==> config.mk <==
export PLATFORM = sky130hd
export DESIGN_NAME = guarded_mod_counter
export DESIGN_NICKNAME = d
export VERILOG_FILES = /design/src/rtl/guarded_mod_counter_pkg.sv /design/src/rtl/guarded_mod_counter_residue_calc.sv /design/src/rtl/guarded_mod_counter.sv
export SDC_FILE = /design/constraint.sdc
export NUM_CORES = 1
export LEC_CHECK = 0
export BUFFER_PORTS_ARGS = -buffer_cell sky130_fd_sc_hd__buf_2
export CAP_MARGIN = 20
export CORE_UTILIZATION = 60
export CTS_CLUSTER_DIAMETER = 50
export CTS_CLUSTER_SIZE = 14
export DETAILED_ROUTE_END_ITERATION = 6
export GPL_ROUTABILITY_DRIVEN = 1
export PLACE_DENSITY = 0.8
export RECOVER_POWER = 50
export SLEW_MARGIN = 30
export SYNTH_ARGS = -nofsm -noshare
export SYNTH_HDL_FRONTEND = slang
export SYNTH_SLANG_ARGS = --single-unit
==> constraint.sdc <==
create_clock -name clk -period 9.05 [get_ports clk]
set_input_delay 0.4525 -clock clk [delete_from_list [all_inputs] [get_ports clk]]
set_output_delay 0.4525 -clock clk [all_outputs]
set_load 0.01 [all_outputs]
==> src/rtl/guarded_mod_counter_pkg.sv <==
// Shared helpers for residue-guarded datapath blocks.
// res_f() returns x mod (2^g-1) by summing g-bit digits.
package guarded_mod_counter_pkg;

  localparam int unsigned RES_MAX_W = 64;

  typedef enum logic [1:0] {
    OP_HOLD,
    OP_LOAD,
    OP_UP,
    OP_DOWN
  } cnt_op_e;

  function automatic int unsigned mod_m(
    input int unsigned g
  );
    return (32'd1 << g) - 32'd1;
  endfunction

  // Bit i lands in digit position i mod g, so the sum is the digit sum.
  function automatic int unsigned res_f(
    input logic [RES_MAX_W-1:0] x,
    input int unsigned          g
  );
    int unsigned sum;
    sum = 0;
    for (int unsigned i = 0; i < RES_MAX_W; i++) begin
      if (x[i]) begin
        sum = sum + (32'd1 << (i % g));
      end
    end
    return sum % mod_m(g);
  endfunction

endpackage

==> src/rtl/guarded_mod_counter_residue_calc.sv <==
// Combinational residue of a WIDTH-bit value modulo 2^GUARD_BITS-1.
// WIDTH must not exceed RES_MAX_W.
module residue_calc
  import guarded_mod_counter_pkg::*;
#(
  parameter int unsigned WIDTH      = 8,
  parameter int unsigned GUARD_BITS = 3
) (
  input  logic [WIDTH-1:0]      x,
  output logic [GUARD_BITS-1:0] r
);

  logic [RES_MAX_W-1:0] x_ext;

  always_comb begin
    x_ext = '0;
    x_ext[WIDTH-1:0] = x;
  end

  assign r = GUARD_BITS'(res_f(x_ext, GUARD_BITS));

endmodule

==> src/rtl/guarded_mod_counter.sv <==
// Up/down modulo counter with a predicted residue guard,
// a sticky mismatch flag and a saturating error counter.
module guarded_mod_counter
  import guarded_mod_counter_pkg::*;
#(
  parameter int unsigned WIDTH      = 8,
  parameter int unsigned GUARD_BITS = 3,
  parameter int unsigned ERR_CNT_W  = 8
) (
  input  logic                  clk,
  input  logic                  rst,
  input  logic                  en,
  input  logic                  up,
  input  logic                  load,
  input  logic [WIDTH-1:0]      load_val,
  input  logic [WIDTH-1:0]      limit,
  input  logic                  err_clr,
  input  logic                  fault_inj,
  output logic [WIDTH-1:0]      count,
  output logic                  wrap,
  output logic [GUARD_BITS-1:0] residue,
  output logic                  err,
  output logic [ERR_CNT_W-1:0]  err_cnt
);

  localparam logic [GUARD_BITS-1:0] RES_TOP =
    GUARD_BITS'(mod_m(GUARD_BITS) - 32'd1);

  logic [WIDTH-1:0]      count_q, count_d;
  logic [GUARD_BITS-1:0] res_q, res_d;
  logic                  wrap_q, wrap_d;
  logic                  err_q, err_d;
  logic [ERR_CNT_W-1:0]  cnt_q, cnt_d;

  logic [GUARD_BITS-1:0] res_count;
  logic [GUARD_BITS-1:0] res_load;
  logic [GUARD_BITS-1:0] res_limit;
  logic                  mismatch;
  cnt_op_e               op;

  residue_calc #(
    .WIDTH(WIDTH), .GUARD_BITS(GUARD_BITS)
  ) u_res_count (
    .x(count_q), .r(res_count)
  );

  residue_calc #(
    .WIDTH(WIDTH), .GUARD_BITS(GUARD_BITS)
  ) u_res_load (
    .x(load_val), .r(res_load)
  );

  residue_calc #(
    .WIDTH(WIDTH), .GUARD_BITS(GUARD_BITS)
  ) u_res_limit (
    .x(limit), .r(res_limit)
  );

  assign mismatch = (res_count != res_q);

  always_comb begin
    op = OP_HOLD;
    if (load) begin
      op = OP_LOAD;
    end else if (en) begin
      op = up ? OP_UP : OP_DOWN;
    end
  end

  always_comb begin
    count_d = count_q;
    res_d   = res_q;
    wrap_d  = 1'b0;
    unique case (op)
      OP_LOAD: begin
        count_d = load_val;
        res_d   = res_load;
      end
      OP_UP: begin
        if (count_q >= limit) begin
          count_d = '0;
          res_d   = '0;
          wrap_d  = 1'b1;
        end else begin
          count_d = count_q + 1'b1;
          res_d   = (res_q == RES_TOP) ? '0 : res_q + 1'b1;
        end
      end
      OP_DOWN: begin
        if (count_q == '0) begin
          count_d = limit;
          res_d   = res_limit;
          wrap_d  = 1'b1;
        end else begin
          count_d = count_q - 1'b1;
          res_d   = (res_q == '0) ? RES_TOP : res_q - 1'b1;
        end
      end
      default: begin
      end
    endcase
    // Corrupt only the count so the guard sees a mismatch.
    if (fault_inj) begin
      count_d[0] = ~count_d[0];
    end
  end

  always_comb begin
    err_d = err_q;
    cnt_d = cnt_q;
    if (mismatch) begin
      err_d = 1'b1;
      if (err_clr) begin
        cnt_d = ERR_CNT_W'(1);
      end else if (cnt_q != '1) begin
        cnt_d = cnt_q + 1'b1;
      end
    end else if (err_clr) begin
      err_d = 1'b0;
      cnt_d = '0;
    end
  end

  always_ff @(posedge clk) begin
    if (rst) begin
      count_q <= '0;
      res_q   <= '0;
      wrap_q  <= 1'b0;
      err_q   <= 1'b0;
      cnt_q   <= '0;
    end else begin
      count_q <= count_d;
      res_q   <= res_d;
      wrap_q  <= wrap_d;
      err_q   <= err_d;
      cnt_q   <= cnt_d;
    end
  end

  assign count   = count_q;
  assign wrap    = wrap_q;
  assign residue = res_q;
  assign err     = err_q;
  assign err_cnt = cnt_q;

endmodule

# Word level (Yosys, flattened, before mapping)
# Cells that the tools add are included.
[word_totals]
reg_bits = 21
inputBits = 23
output_inout_bits = 21
[classes]
addsub = 26
div_mod_pow = 3
magnitude_cmp = 1
n_eq_ne = 6
n_mux = 45
n_bitwise = 1
reduce_logical = 6
[op_table]
columns = ["cell", "count"]
rows = [
  ["two-way mux 32 bit", 21],
  ["adder 32 x 1 -> 32 bit (second input constant)", 6],
  ["adder 32 x 2 -> 32 bit (second input constant)", 6],
  ["adder 32 x 3 -> 32 bit (second input constant)", 6],
  ["remainder unit 32 x 3 -> 32 bit (second input constant)", 3],
  ["two-way mux 8 bit", 6],
  ["one-hot mux 8 bit (3 select lines)", 1],
  ["adder 8 x 1 -> 8 bit (second input constant)", 2],
  ["two-way mux 3 bit", 4],
  ["adder 1 x 2 -> 3 bit (second input constant)", 3],
  ["two-way mux 1 bit", 9],
  ["one-hot mux 3 bit (3 select lines)", 1],
  [">= comparator 8 bit", 1],
  ["logical NOT 8 bit", 1],
  ["!= test 8 bit (second input constant)", 1],
  ["subtractor 8 x 1 -> 8 bit (second input constant)", 1],
  ["equality test 2 bit (second input constant)", 2],
  ["two-way mux 2 bit", 2],
  ["nonzero test 2 bit", 2],
  ["adder 3 x 1 -> 3 bit (second input constant)", 1],
  ["equality test 3 bit (second input constant)", 1],
  ["logical NOT 3 bit", 1],
  ["!= test 3 bit", 1],
  ["nonzero test 3 bit", 1],
  ["5 further kinds", 5],
]

# Longest topological paths before layout
# Gate-level depths: netlist (run 1).
[depth]
depth_word = 19
mapped_depth = 36

# Hierarchy
# A second synthesis (run 1) with hierarchy kept.
[hier_totals]
hier_cells = 608
area_unflattened_um2 = 4867.2
[modules_own_cells]
columns = ["mod", "instances", "cells_each", "area_each_um2", "seq_area_each_um2"]
rows = [
  ["residue_calc", 3, 121, 972.2, 0.0],
  ["guarded_mod_counter", 1, 245, 1950.6, 420.4],
]

# Worst setup path before layout (run 1)
# No wires, ideal clock.
[synth_timing]
path_type = "register to register"
startpoint = "reg count_q[0], in the netlist count[0]"
endpoint = "reg cnt_q[3], in the netlist err_cnt[3]"
setup_ns = 0.070
arrival_ns = 7.046
path_slack_ns = 1.935
path_stages_with_launch = 34
n_path_buf = 0
synth_period_minus_slack_ns = 7.115
cell_sequence = "dfxtp_1 -> inv_1 -> ha_1 -> mux2_4 -> ha_1 -> nor2b_4 -> nor3_2 -> ha_1 -> nand2b_1 -> o31a_1 -> or4b_4 -> o21a_1 -> or3_1 -> nand2_1 -> ha_1 -> nand2_1 -> a32oi_4 -> xnor2_1 -> inv_1 -> ha_1 -> a31oi_1 -> a21oi_1 -> mux2i_1 -> nand2_1 -> xnor2_1 -> ha_1 -> xnor2_1 -> and2_1 -> nand3_1 -> a22oi_1 -> nor2_1 -> mux2i_2 -> or4_1 -> a21oi_1"
[synth_via]
elab_chain_len = 19
word_cells_on_any_way = 20
cone_classes = "7 x add/sub; 1 x div; 1 x eq/ne; 9 x mux; 2 x reduce/logical"
[synth_rtl]
columns = ["element", "line_no", "text"]
rows = [
  ["from (decl)", "guarded_mod_counter.sv:29", "logic [WIDTH-1:0] count_q, count_d;"],
  ["from (signal assigned)", "guarded_mod_counter.sv:132", "count_q <= count_d;"],
  ["two-way mux 1 bit *", "guarded_mod_counter_pkg.sv:28", "if (x[i]) begin"],
  ["adder 1 x 2 -> 3 bit", "guarded_mod_counter_pkg.sv:29", "sum = sum + (32'd1 << (i % g));"],
  ["two-way mux 32 bit *", "guarded_mod_counter_pkg.sv:28", ""],
  ["adder 32 x 3 -> 32 bit", "guarded_mod_counter_pkg.sv:29", ""],
  ["two-way mux 32 bit *", "guarded_mod_counter_pkg.sv:28", ""],
  ["adder 32 x 1 -> 32 bit", "guarded_mod_counter_pkg.sv:29", ""],
  ["two-way mux 32 bit *", "guarded_mod_counter_pkg.sv:28", ""],
  ["adder 32 x 2 -> 32 bit", "guarded_mod_counter_pkg.sv:29", ""],
  ["(+3 left out)", "n/a", ""],
  ["adder 32 x 1 -> 32 bit", "guarded_mod_counter_pkg.sv:29", ""],
  ["two-way mux 32 bit *", "guarded_mod_counter_pkg.sv:28", ""],
  ["adder 32 x 2 -> 32 bit", "guarded_mod_counter_pkg.sv:29", ""],
  ["two-way mux 32 bit *", "guarded_mod_counter_pkg.sv:28", ""],
  ["remainder unit 32 x 3 -> 32 bit *", "guarded_mod_counter_pkg.sv:32", "return sum % mod_m(g);"],
  ["!= test 3 bit *", "guarded_mod_counter.sv:59", "assign mismatch = (res_count != res_q);"],
  ["nonzero test 2 bit (no line)", "n/a", ""],
  ["AND reduction 2 bit (no line)", "n/a", ""],
  ["to (signal assigned)", "guarded_mod_counter.sv:136", "cnt_q <= cnt_d;"],
  ["to (decl)", "guarded_mod_counter.sv:33", "logic [ERR_CNT_W-1:0] cnt_q, cnt_d;"],
]
# Mark *: on every way between the ends. The rest lies on a longest branch, timed or not.
# A chain may end at the register's enable or synchronous reset.

# Final worst setup path (run 1)
[layout_timing]
startpoint = "reg count_q[0], in the netlist count[0]"
endpoint = "reg cnt_q[2], in the netlist err_cnt[2]"
# The elaborated chain is that of the path after synthesis.

==> results of run 1 <==
## routing by layer
layer	vias to the layer above	global-route usage, %	routed length, um
met5	-	0	0
met4	0	5.952	139
met3	16	3.350	714
met2	167	49.43	5465
met1	2378	37.42	5498
li1	2468	-	-
## state kept, by name (all words and copies together) (netlist names)
register and cells:
count 8, err_cnt 8, residue 3, err 1, wrap 1
## worst max path at each step
stage | cells past startpoint | slack, ns | from | to
6_report | 33 | 1.04 | count[0] | err_cnt[2]
4_1_cts | 33 | 1.09 | count[0] | err_cnt[0]
3_5_place_dp | 33 | 1.13 | count[0] | err_cnt[0]
2_1_floorplan | 33 | 1.93 | count[0] | err_cnt[3]
5_1_grt | 33 | 0.48 | count[1] | err_cnt[2]
3_3_place_gp | 33 | 1.51 | count[0] | err_cnt[0]
## where the power goes
part	switching [mW]	total (mW)	internal, mW	leakage, nW
combinational	0.333	0.570	0.237	1.78
clock	0.0318	0.0625	0.0307	0.0255
sequential	0.0305	0.138	0.108	0.172
total	0.395	0.771	0.376	1.98
## critical path: cells and delay by family (launching register included)
kind	cells	cell delay (ns)
simple gates	10	2.20
fa+ha+maj	6	1.83
compound gates	9	1.61
mux	3	1.09
flops	1	0.49
xor+xnor	3	0.47
buf+inv	2	0.20
## synthesized netlist by cell type, drive strengths merged (8+ instances only)
| master | n |
|---|---|
| o21ai | 39 |
| and3 | 14 |
| or3 | 8 |
| clkbuf | 16 |
| nor3 | 18 |
| a21oi | 44 |
| a211oi | 12 |
| nand3 | 21 |
| xnor2 | 43 |
| xor2 | 9 |
| o21a | 9 |
| ha | 40 |
| o211ai | 13 |
| dfxtp | 21 |
| inv | 35 |
| nand4 | 8 |
| nand2 | 56 |
| buf | 13 |
| a21o | 9 |
| a31oi | 10 |
| nand2b | 13 |
| nor4 | 8 |
| mux2i | 17 |
| nor2 | 39 |
## final cells by class
class	instances	area, um^2
multi-input combinational	561	4061
fill	711	2704
sequential	21	420.4
timing repair buffer	43	188.9
inverter	37	138.9
tap	102	127.6
clock buffer	3	41.29
clock inverter	1	5.005
## metrics by stage
stage               setup slack (ns)  power (mW)  cells
detailed placement             1.126      0.7029    764
finish                         1.044      0.7708    768
floorplan                      1.935      0.5964    648
global placement               1.515      0.6814    764
CTS                            1.086      0.7669    768
global route                  0.4806      0.8423    768
## cell families (layout without fill, tap and decap cells)
logic type      Yosys count  count (layout)  synth area share [%]
simple gates            234             234                 26.50
xor+xnor                 56              56                 12.08
fa+ha+maj                41              41                 10.72
mux                      23              23                 5.148
compound gates          207             207                 30.81
flops                    21              21                 8.826
buf+inv                  66              84                 5.910
==> run_results.csv, run 1 <==
group,metric,value,unit
run_status,status,"complete, no violations",
pwr,ir_worst_vdd,0.1304,mV
worst_setup_path,r2r-start,"count[0]",
yosys,avgSynthCellArea,7.351,um^2
min_path,min_to,"count[0]",
detailed_routing,vias_per_cell,6.548,
sta,drv_slew,0,
layout,fin_util,64.83,%
yosys,synthTopCellsByArea,"ha_1, dfxtp_1, xnor2_1",
global_route,grt_overflow,0,
layout,mostFrequentLayoutCells,"nand2_1, a21oi_1, xnor2_1, ha_1, nor2_1",
pwr,cellLeakagePower,1.979,nW
floorplan,rows,32,
sta,tightest_slew,0.7711,ns
worst_setup_path,worstPathArrival,8.17,ns
sta,rsz0062_at_grt,"no",
worst_setup_path,cp_max_fo,17,
yosys,yosys_warnings,0,
layout,drive_above_1_share,9.159,%
min_path,hold_path.class,"in -> reg",
detailed_routing,detail_route.wl_per_cell,15.39,um
layout,nNetsFinal,730,
placed_design,io_buffer_count,43,
detailed_routing,first_pass_iters,5,
yosys,synth_top_area_share,10.51,%
clocking,ctsResizeCount,0,
global_route,grt_pass1_wl,20450,um
detailed_routing,drt_iter0_markers,388,
min_path,whs_path_depth,3,
clocking,cts_buffers,3,
sta,setup-tns-final,0,ns
yosys,synth_seq_cells,21,
yosys,ys.flop_type,"dfxtp_1",
global_route,first_global_vias,4604,
sta,slew_headroom,47.58,%
global_route,antenna_found_initial,0,
placed_design,gp_routability_congestion,0.8673,
clocking,clkTransAtPathRegs,0.08,ns
sta,fin_worst_skew,0.003911,ns
yosys,async_flop_share,0,%
min_path,hold_start,"fault_inj",
yosys,syn_inst,648,
floorplan,die_area,8299,um^2
worst_setup_path,cp_slowest_cell,"mux2i_2",
floorplan,core_area,7687,um^2
layout,design_area,4984,um^2
worst_setup_path,critPathMaxStageDelay,0.61,ns
clocking,cts_root_buffer,"clkbuf_8",
worst_setup_path,timing.rr.end,"err_cnt[2]",
layout,syn_to_final_growth,4.623,%
worst_setup_path,required,9.22,ns
placed_design,hpwl,9161,um
worst_setup_path,path_class,"reg -> reg",
detailed_routing,ant_nets,0,
detailed_routing,drc,0,
yosys,syn-num-nets,711,
floorplan,io_pins,44,
sta,hold_violations,0,
detailed_routing,wl,11820,um
layout,n_antenna_cell,0,
floorplan,start_util,61.96,%
pwr,p_per_area,154.7,nW/um^2
detailed_routing,num_vias,5029,
placed_design,placed_area,4964,um^2
floorplan,die_y,91.10,um
floorplan,die_x,91.10,um
clocking,cts_tree,"built",
sta,period_minus_slack,8.006,ns
worst_setup_path,reg2reg_depth,33,
clocking,clock_sinks,21,
yosys,synth_area_leader_cell,"ha_1",
yosys,synth_edf_count,0,
global_route,gr-usage-all-layers,28.36,%
layout,final_common_cell,"nand2_1",
global_route,grt_max_degree,21,
sta,timing.final.crit_share,88.46,%
yosys,synth_cell_types,85,
clocking,ctsLongestPathBuffers,2,
clocking,cts_hold_buf,0,
worst_setup_path,startpoint_type,"register",
worst_setup_path,endpoint_kind,"register",
clocking,h-tree-depth,1,
worst_setup_path,cp_common_cell,"ha_1",
clocking,clk_latency,0.26,ns
sta,finalSetupViolations,0,
yosys,synth_seq_area_share,8.826,%
sta,fin_hold_ws,0.4705,ns
worst_setup_path,rrSetupSlack,1.04,ns
run,maxCapViolCount,0,
sta,fmaxAchievable,124.9,MHz
yosys,synth_area,4763,um^2
clocking,cts_setup_buffers,0,
No activity file was read; power rests on OpenSTA's default activity.
==> inputs of run 2 (changes only) <==
--- a/config.mk
+++ b/config.mk
@@ -5,14 +5,14 @@
 export SDC_FILE = /design/constraint.sdc
 export NUM_CORES = 1
 export LEC_CHECK = 0
+export ABC_AREA = 1
 export BUFFER_PORTS_ARGS = -buffer_cell sky130_fd_sc_hd__buf_2
 export CAP_MARGIN = 20
-export CORE_UTILIZATION = 60
+export CORE_UTILIZATION = 35
 export CTS_CLUSTER_DIAMETER = 50
 export CTS_CLUSTER_SIZE = 14
 export DETAILED_ROUTE_END_ITERATION = 6
 export GPL_ROUTABILITY_DRIVEN = 1
-export PLACE_DENSITY = 0.8
 export RECOVER_POWER = 50
 export SLEW_MARGIN = 30
 export SYNTH_ARGS = -nofsm -noshare
==> run 2 against run 1 <==
Die area is 53% higher. Critical path type unchanged. Critical path depth increased by 9. Register-to-register slack better by 2.2 ns. Clock-buffer cell count unchanged. Largest cell class unchanged. First-iteration DRC count down 44%.
==> run_results.csv, run 2 <==
group,metric,value,unit
clocking,ctsResizeCount,0,
floorplan,die_y,112.6,um
sta,period_minus_slack,5.835,ns
min_path,hold_start,"fault_inj",
floorplan,core_area,11960,um^2
worst_setup_path,rrSetupSlack,3.22,ns
global_route,grt_pass1_wl,18350,um
yosys,syn_inst,721,
worst_setup_path,cp_slowest_cell,"dfxtp_1",
clocking,clk_latency,0.26,ns
sta,fmaxAchievable,171.4,MHz
worst_setup_path,path_class,"reg -> reg",
sta,fin_hold_ws,0.3893,ns
placed_design,gp_routability_congestion,0.8499,
global_route,grt_max_degree,15,
detailed_routing,drt_iter0_markers,216,
global_route,grt_overflow,0,
yosys,syn-num-nets,784,
yosys,synth_edf_count,0,
layout,mostFrequentLayoutCells,"nand2_1, inv_1, nand3_1, nor2_1, ha_1",
sta,rsz0062_at_grt,"no",
yosys,synth_cell_types,49,
detailed_routing,ant_nets,0,
worst_setup_path,cp_common_cell,"nand2_1",
sta,tightest_slew,0.7650,ns
detailed_routing,wl,10450,um
yosys,synthTopCellsByArea,"nand2_1, ha_1, dfxtp_1",
clocking,cts_buffers,3,
global_route,first_global_vias,4070,
worst_setup_path,cp.depth,42,
clocking,clock_sinks,21,
min_path,min_to,"count[0]",
worst_setup_path,timing.rr.end,"err_cnt[2]",
worst_setup_path,worst_path_dominant_cell_family,"simple AND/OR/NAND/NOR gates",
placed_design,hpwl,8652,um
yosys,synth_area_leader_cell,"nand2_1",
worst_setup_path,critPathMaxStageDelay,0.48,ns
layout,final_common_cell,"nand2_1",
yosys,synth_commonest_cells,"nand2_1, inv_1, nand3_1",
pwr,power.total,0.6138,mW
clocking,cts_setup_buffers,0,
sta,fin_worst_skew,0.002941,ns
global_route,antenna_found_initial,0,
sta,timing.final.crit_share,64.47,%
sta,finalSetupViolations,0,
run,maxCapViolCount,0,
worst_setup_path,endpoint_kind,"register",
min_path,whs_path_depth,2,
detailed_routing,drc,0,
layout,fin_cells,903,
yosys,synth_seq_area_share,9.816,%
detailed_routing,first_pass_iters,5,
clocking,h-tree-depth,1,
yosys,synth_top_area_share,15.86,%
clocking,cts_tree,"built",
yosys,async_flop_share,0,%
min_path,hold_path.class,"in -> reg",
yosys,ys.flop_type,"dfxtp_1",
layout,syn_to_final_growth,9.027,%
sta,drv_slew,0,
sta,setup-tns-final,0,ns
yosys,yosys_warnings,0,
floorplan,die_area,12680,um^2
placed_design,placed_cells,899,
clocking,cts_hold_buf,0,
run_status,status,"complete, no violations",
worst_setup_path,startpoint_type,"register",
clocking,ctsLongestPathBuffers,2,
layout,fin_util,39.04,%
sta,hold_violations,0,
worst_setup_path,worstPathArrival,6.03,ns
yosys,synth_area,4283,um^2
layout,drive_above_1_share,13.23,%
yosys,yosysMostFrequentCell,"nand2_1",
floorplan,start_util,35.81,%
detailed_routing,vias_per_cell,4.929,
placed_design,io_buffer_count,43,
worst_setup_path,required,9.25,ns
floorplan,rows,40,
clocking,cts_root_buffer,"clkbuf_16",
floorplan,die_x,112.6,um
sta,slew_headroom,48.81,%
worst_setup_path,crit_buf_inv,6,
global_route,gr-usage-all-layers,17.12,%
layout,nNetsFinal,820,
pwr,cellLeakagePower,2.318,nW
floorplan,io_pins,44,
layout,n_antenna_cell,0,
pwr,p_per_area,131.5,nW/um^2
clocking,clkTransAtPathRegs,0.06,ns
yosys,avgSynthCellArea,5.940,um^2
pwr,ir_worst_vdd,0.06958,mV
worst_setup_path,r2r-start,"count[0]",
yosys,synth_seq_cells,21,
detailed_routing,detail_route.wl_per_cell,11.57,um
worst_setup_path,reg2reg_depth,42,
worst_setup_path,cp_max_fo,10,
detailed_routing,num_vias,4451,
## run 2: cell types whose count changed in the layout (fill, tap and decap cells not counted), sizes merged, moves of 17 or more
cell	delta
nand2	+143
xnor2	-38
mux2i	-17
nor2	+24
nand3	+67
inv	+85
xor2	+17
## run 2: metal layers
metal	part of all wire [%]	up-vias	global-route usage, %	routed length (um)
li1	-	2437	-	-
met2	46	59	30.16	4775
met4	1.1	0	3.556	112
met1	51	1948	22.76	5304
met3	2.4	7	1.296	255
met5	0	-	0	0
## run 2: worst max path at each step
stage                   from    endpoint  slack, ns
floorplan           count[0]  err_cnt[2]       3.78
global placement    count[0]  err_cnt[4]       3.39
detailed placement  count[0]  err_cnt[1]       3.24
CTS                 count[0]  err_cnt[2]       3.20
global route        count[0]  err_cnt[6]       2.49
finish              count[0]  err_cnt[2]       3.22
## run 2: final cells by class
| class | instances | area [um^2] |
|---|---|---|
| multi-input cells | 567 | 3342 |
| inverters | 121 | 454.2 |
| repair buffers | 43 | 188.9 |
| flip-flops and latches | 21 | 420.4 |
| well taps | 147 | 183.9 |
| clock buffers | 3 | 75.07 |
| clock inverters | 1 | 5.005 |
| fillers | 1366 | 7292 |
## run 2: logic make-up after synthesis
family	share of synthesized area, %
buf+inv	12.15
compound gates	15.86
xor+xnor	6.339
flops	9.816
simple gates	44.14
fa+ha+maj	11.69
## run 2: power breakdown
group,switching (mW),internal (mW),total [mW]
logic,0.257,0.137,0.394
registers,0.0194,0.103,0.122
clock network,0.0377,0.0595,0.0972
## run 2: through the flow
step / worst slack (ns) / area [um^2]
floorplan: 3.781 / 4283
global placement: 3.389 / 4616
detailed placement: 3.240 / 4616
CTS: 3.199 / 4696
global route: 2.494 / 4669
finish: 3.215 / 4669
==> inputs of run 3 (changes only) <==
==> constraint.sdc (replaced) <==
create_clock -name clk -period 6 [get_ports clk]
set_input_delay 0.3 -clock clk [delete_from_list [all_inputs] [get_ports clk]]
set_output_delay 0.3 -clock clk [all_outputs]
set_load 0.01 [all_outputs]
==> run 3 against run 2 <==
Via count rose by 1.0%. Clock power rose by 49%. Die area did not move. Sequential cell count did not move. Clock-buffer cell count did not move. Sequential power rose by 52%. Global-route usage rose by 0.39 points. Cell area rose by 2.3%. Maximum frequency rose by 6.6%. Critical path type unchanged. Critical endpoint unchanged.
==> run_results.csv, run 3 (synthesized netlist as in run 2, its figures left out) <==
group,metric,value,unit
detailed_routing,drc,0,
worst_setup_path,required,6.20,ns
detailed_routing,ant_nets,0,
pwr,cellLeakagePower,2.357,nW
run_status,status,"complete, no violations",
floorplan,start_util,35.81,%
clocking,h-tree-depth,1,
detailed_routing,detail_route.wl_per_cell,11.77,um
detailed_routing,vias_per_cell,4.957,
layout,fin_util,39.94,%
sta,period_minus_slack,5.473,ns
run,maxCapViolCount,0,
global_route,grt_pass1_wl,18730,um
layout,nNetsFinal,824,
min_path,hold_path.class,"in -> reg",
floorplan,die_area,12680,um^2
layout,mostFrequentLayoutCells,"nand2_1, inv_1, nand3_1, nor2_1, ha_1",
global_route,grt_max_degree,15,
sta,finalSetupViolations,0,
detailed_routing,num_vias,4496,
worst_setup_path,endpoint_kind,"register",
worst_setup_path,startpoint_type,"register",
sta,fin_hold_ws,0.2203,ns
clocking,clk_latency,0.26,ns
floorplan,die_x,112.6,um
global_route,first_global_vias,4160,
floorplan,core_area,11960,um^2
floorplan,io_pins,44,
placed_design,place_ws,0.2052,ns
worst_setup_path,cp_max_fo,9,
floorplan,rows,40,
sta,slew_headroom,50.55,%
layout,drive_above_1_share,15.53,%
worst_setup_path,worstPathArrival,5.67,ns
placed_design,gp_routability_congestion,0.8525,
worst_setup_path,cp_slowest_cell,"dfxtp_4",
global_route,antenna_found_initial,0,
layout,fillers,1355,
placed_design,io_buffer_count,43,
clocking,ctsLongestPathBuffers,2,
sta,drv_slew,0,
worst_setup_path,cp_common_cell,"nand2_1",
clocking,cts_buffers,3,
clocking,cts_root_buffer,"clkbuf_16",
sta,timing.final.crit_share,91.22,%
sta,fmaxAchievable,182.7,MHz
worst_setup_path,crit_buf_inv,6,
sta,fin_worst_skew,0.003334,ns
layout,syn_to_final_growth,11.54,%
worst_setup_path,path_class,"reg -> reg",
placed_design,hpwl,8706,um
detailed_routing,first_pass_iters,4,
worst_setup_path,worst_path_dominant_cell_family,"simple AND/OR/NAND/NOR gates",
clocking,cts_tree,"built",
sta,setup_slack,0.5267,ns
sta,tightest_slew,0.7391,ns
pwr,ir_worst_vdd,0.1025,mV
global_route,gr-usage-all-layers,17.51,%
clocking,clock_sinks,21,
detailed_routing,drt_iter0_markers,196,
clocking,clkTransAtPathRegs,0.06,ns
worst_setup_path,critPathMaxStageDelay,0.40,ns
pwr,power.total,0.9555,mW
pwr,p_per_area,200.0,nW/um^2
layout,n_antenna_cell,0,
clocking,cts_hold_buf,0,
layout,final_common_cell,"nand2_1",
global_route,grt_overflow,0,
sta,hold_violations,0,
floorplan,die_y,112.6,um
detailed_routing,wl,10680,um
run 3: layer usage:
| metal | global-route usage (%) | vias to the layer above | routed length [um] | part of all wire, % |
|---|---|---|---|---|
| met3 | 1.458 | 13 | 208 | 1.9 |
| met4 | 4.622 | 0 | 150 | 1.4 |
| met5 | 0 | - | 0 | 0 |
| met2 | 30.45 | 49 | 4894 | 46 |
| met1 | 23.17 | 1986 | 5424 | 51 |
| li1 | - | 2448 | - | - |
run 3: power by group:
part | switching [mW] | leakage, nW | internal (mW)
Clock | 0.0549 | 0.0409 | 0.0897
Sequential | 0.0291 | 0.174 | 0.156
Combinational | 0.398 | 2.14 | 0.229
run 3: metrics by stage:
step | TNS, ns | cells | instance area (um^2)
floorplan | 0 | 721 | 4283
global placement | 0 | 900 | 4623
detailed placement | 0 | 900 | 4623
CTS | 0 | 904 | 4703
global route | -0.006823 | 907 | 4777
finish | 0 | 907 | 4777
run 3: area by class of cell:
cell class	instances	area [um^2]	share of cell area [%]
repair buffers	47	236.5	4.950
flip-flops and latches	21	426.7	8.931
multi-input cells	567	3392	71.01
inverters	121	457.9	9.586
clock buffers	3	75.07	1.572
clock inverters	1	5.005	0.1048
well taps	147	183.9	3.850
run 3: worst paths after layout:
| check | startpoint | to | slack [ns] | cells after the start |
|---|---|---|---|---|
| hold / removal | fault_inj | count[0] | 0.22 | 2 |
| hold reg to reg | err_cnt[1] | err_cnt[1] | 0.51 | 2 |
| setup / recovery | count[0] | err_cnt[2] | 0.53 | 40 |
| setup reg to reg | count[0] | err_cnt[2] | 0.53 | 40 |
run 3: what timing repair did:
item / CTS / global route
gates resized for setup: 0 / 13
setup endpoints to repair: 0 / 9
setup buffers: 0 / 3
